**config.mk**
```make
export PLATFORM = sky130hd
export DESIGN_NAME = alu_bit_slice
export DESIGN_NICKNAME = d
export VERILOG_FILES = /design/src/rtl/alu_bit_slice.sv
export SDC_FILE = /design/constraint.sdc
export NUM_CORES = 1
export LEC_CHECK = 0
export CORE_AREA = 2 2 39 41
export DETAILED_ROUTE_END_ITERATION = 12
export DIE_AREA = 0 0 41 43
export HOLD_SLACK_MARGIN = 0.1
export PLACE_DENSITY_LB_ADDON = 0.25
export SLEW_MARGIN = 25
export SYNTH_ARGS = -nofsm -noshare
export SYNTH_HDL_FRONTEND = slang
export SYNTH_SLANG_ARGS = --single-unit
```
**constraint.sdc**
```tcl
create_clock -name clk -period 2.4 [get_ports clk]
set_clock_uncertainty 0.2 [all_clocks]
set_input_delay 0.6 -clock clk [delete_from_list [all_inputs] [get_ports clk]]
set_output_delay 0.6 -clock clk [all_outputs]
set_load 0.03 [all_outputs]
```
**src/rtl/alu_bit_slice.sv**
```systemverilog
// One-bit ALU slice: add/sub/logic under a 3-bit function code, ripple carry out,
// plus a registered copy of result and carry with synchronous active-high reset.
module alu_bit_slice (
    input  logic       clk,
    input  logic       rst,
    input  logic       a,
    input  logic       b,
    input  logic       cin,
    input  logic [2:0] c,
    output logic       f,
    output logic       cout,
    output logic       f_q,
    output logic       cout_q
);

    logic bx;

    assign bx = b ^ c[0];

    // Carry is produced for every code so the chain stays defined during logic ops.
    assign cout = (a & bx) | (a & cin) | (bx & cin);

    always_comb begin
        f = 1'b0;
        unique case (c)
            3'b000:  f = a ^ b ^ cin;
            3'b001:  f = a ^ ~b ^ cin;
            3'b010:  f = a | b;
            3'b011:  f = a | ~b;
            3'b100:  f = a & b;
            3'b101:  f = a & ~b;
            3'b110:  f = ~a;
            3'b111:  f = ~b;
            default: f = 1'b0;
        endcase
    end

    always_ff @(posedge clk) begin
        if (rst) begin
            f_q    <= 1'b0;
            cout_q <= 1'b0;
        end else begin
            f_q    <= f;
            cout_q <= cout;
        end
    end

endmodule

```
==> impl_metrics.json, run 1 <==
{
  "startpoint": "c[0]",
  "antenna_found_initial": 0,
  "core_area_sq_mm": 0.00138,
  "worst_hold_path_type": "primary input to flip-flop",
  "htreeDepth": 1,
  "cts_buffers": 3,
  "violations": "negative setup slack",
  "path_depth": 5,
  "synthTopCellsByArea": "dfxtp_1, nor4b_1, a41oi_2",
  "ys.flop_type": "dfxtp_1",
  "groute.usage.overall": 0.0899,
  "avgRoutedWirePerCell_microns": 10.2,
  "fin_nets": 59,
  "relSlewSlack": 0.798,
  "hold_depth": 4,
  "grt_pass1_wl_mm": 1.10,
  "place.gp.congestion": 0.697,
  "drv_cap": 0,
  "cp-start-kind": "primary input",
  "finalWorstSetupSlack_ns": -0.0656,
  "tightest_slew_ns": 0.302,
  "clock-root-buffer": "clkbuf_4",
  "num_vias": 300,
  "setup_viol": 1,
  "slowest_delay_ns": 0.54,
  "syn_inst": 25,
  "initial_core_util": 0.158,
  "crit_family": "simple AND/OR/NAND/NOR gates",
  "final_cell_area_sq_um": 502,
  "synth_edf_count": 0,
  "num_antenna_cells": 0,
  "end_kind": "primary output",
  "yosys.area.top_type_share": 0.183,
  "portBuffers": 11,
  "syn_area_per_cell_sq_um": 8.76,
  "dp_cells": 60,
  "synthTopCellsByCount": "inv_1, dfxtp_1, nor2b_1, nor4b_1",
  "crit_end": "f",
  "post-route-min-period_ns": 2.47,
  "grt_remaining_overflow": 0,
  "worstPathMaxFanout": 5,
  "p_per_area_mw_per_mm2": 411,
  "grt_pass1_vias": 302,
  "first_pass_iters": 4,
  "grt_max_degree": 10,
  "cts_hold_buf": 0,
  "fin_cells": 65,
  "cts.clk_slew.worst_paths_ns": 0.03,
  "arrival_ns": 1.67,
  "postRouteAntennaNets": 0,
  "dieHeight_microns": 43,
  "critPathRequiredTime_ns": 1.60,
  "n_fill_cell": 148,
  "yosysTopAreaCell": "dfxtp_1",
  "drive_gt1_frac": 0.673,
  "yosysSeqAreaShare": 0.183,
  "hold_viol": 0,
  "fmax_ghz": 0.406,
  "slowest_stage": "or4b_4",
  "wirelength_microns": 661,
  "dieArea_sq_mm": 0.00176,
  "syn_area_sq_um": 219,
  "yosys_warnings": 0,
  "drc": 0,
  "first_iter_violations": 1,
  "dpl_cell_area_sq_um": 415,
  "synth_cell_types": 20,
  "ir_drop_mv": 0.0928,
  "synth.most_common_cell": "inv_1",
  "critPathKind": "primary input to primary output",
  "p_leak_uw": 0.000213,
  "syn-num-nets": 33,
  "cts_num_sinks": 2,
  "hp-start": "b",
  "ys_ff_latch": 2,
  "core.rowCount": 14,
  "slew_viol_final": 0,
  "cts_tree": "done",
  "period_share": 1.03,
  "grt_setup_unrepaired": "true",
  "outcome": "finished with violations",
  "viasPerCell": 4.62,
  "die_w_microns": 41,
  "boundaryPins": 12,
  "cts_max_path_buffers": 2,
  "dpl_worst_slack_ns": -1.03,
  "async_flop_share": 0,
  "syn2layout_area_growth_pct": 129,
  "cp_cell_sequence": "buf_8 -> or4b_4 -> a41oi_4 -> a211oi_4 -> buf_6",
  "path_buf_inv": 2
}
-- tightest hold or removal path, stage by stage --
cell and delay (ns):
buf_8 0.10, and3_1 0.23, buf_4 0.13, a2111oi_2 0.03
-- report_power, final --
part / switching (uW) / leakage, uW / internal, uW / total, uW
logic: 45.8 / 0.000183 / 52.4 / 98.3
clock network: 16.1 / 0.0000138 / 54.9 / 71.0
registers: 0.588 / 0.0000167 / 36.5 / 37.0
total: 62.5 / 0.000213 / 144 / 206
-- placed cells by master (no fill, tap or decap), types with 2 or more instances in the layout --
master | synthesis | layout
clkbuf_4 | 0 | 3
buf_2 | 0 | 2
nor2b_1 | 2 | 2
buf_4 | 1 | 13
inv_1 | 3 | 2
buf_8 | 0 | 2
buf_6 | 1 | 2
clkdlybuf4s50_1 | 0 | 3
dfxtp_1 | 2 | 2
-- timing repair --
| action | CTS | global route |
|---|---|---|
| setup buffers | 2 | 0 |
| pin swaps | 4 | 4 |
| setup endpoints to repair | 2 | 1 |
| resized for setup | 38 | 10 |
-- routing by layer --
layer | wire (microns) | GRT usage | up-vias
met5 | 0 | 0 | -
met4 | 0 | 0.0600 | 0
met3 | 34 | 0.0209 | 0
met2 | 400 | 0.156 | 7
met1 | 225 | 0.0854 | 149
li1 | - | - | 144
-- sequential cells by signal, indices dropped and copies added (netlist names) --
signal and flops:
f_q 1, cout_q 1
-- per-stage QoR --
step	TNS (ns)	util	total power, uW	hold WS [ns]
floorplan	0	-	81.3	0.472
global placement	-1.54	0.300	123	1.00
detailed placement	-1.61	0.300	124	1.00
CTS	-0.0650	0.340	205	0.754
global route	-0.140	0.363	222	0.749
finish	-0.0656	0.363	206	0.724
-- cell families (layout without fill, tap and decap cells) --
kind of cell,count (synthesis),after routing,share of synthesized area
simple gates,8,8,0.263
xor+xnor,1,1,0.0400
buf+inv,5,29,0.137
fa+ha+maj,1,1,0.0457
compound gates,8,8,0.331
flops,2,2,0.183
-- worst min path at each step --
stage                         to  slack [ns]
final                        f_q        0.72
after global routing         f_q        0.75
after CTS                    f_q        0.75
after detailed placement  cout_q        1.00
after global placement    cout_q        1.00
after floorplan           cout_q        0.47
-- cell type report --
class | count | area, sq um | share of cell area
well taps | 16 | 20.0 | 0.0399
flip-flops and latches | 2 | 40.0 | 0.0798
multi-input cells | 18 | 209 | 0.416
repair buffers | 23 | 199 | 0.397
clock buffers | 3 | 22.5 | 0.0449
inverters | 3 | 11.3 | 0.0224
No activity file was read; power rests on OpenSTA's default activity.
==> inputs of run 2 (changes only) <==
--- a/config.mk
+++ b/config.mk
@@ -10,7 +10,7 @@
 export DIE_AREA = 0 0 41 43
 export HOLD_SLACK_MARGIN = 0.1
 export PLACE_DENSITY_LB_ADDON = 0.25
-export SLEW_MARGIN = 25
+export SLEW_MARGIN = 15
 export SYNTH_ARGS = -nofsm -noshare
 export SYNTH_HDL_FRONTEND = slang
 export SYNTH_SLANG_ARGS = --single-unit
==> results of run 2 <==
Same layout as run 1: the final DEF is identical, and so are final timing and power.
==> inputs of run 3 (changes only) <==
--- a/config.mk
+++ b/config.mk
@@ -9,6 +9,7 @@
 export DETAILED_ROUTE_END_ITERATION = 12
 export DIE_AREA = 0 0 41 43
 export HOLD_SLACK_MARGIN = 0.1
+export MAX_ROUTING_LAYER = met4
 export PLACE_DENSITY_LB_ADDON = 0.25
 export SLEW_MARGIN = 15
 export SYNTH_ARGS = -nofsm -noshare
==> results of run 3 <==
Same layout as run 1: the final DEF is identical, and so are final timing and power.
Main changes from that run: final weighted congestion in routability-driven placement 0.697 -> 0.704; overall routing resource usage 0.0899 -> 0.0921
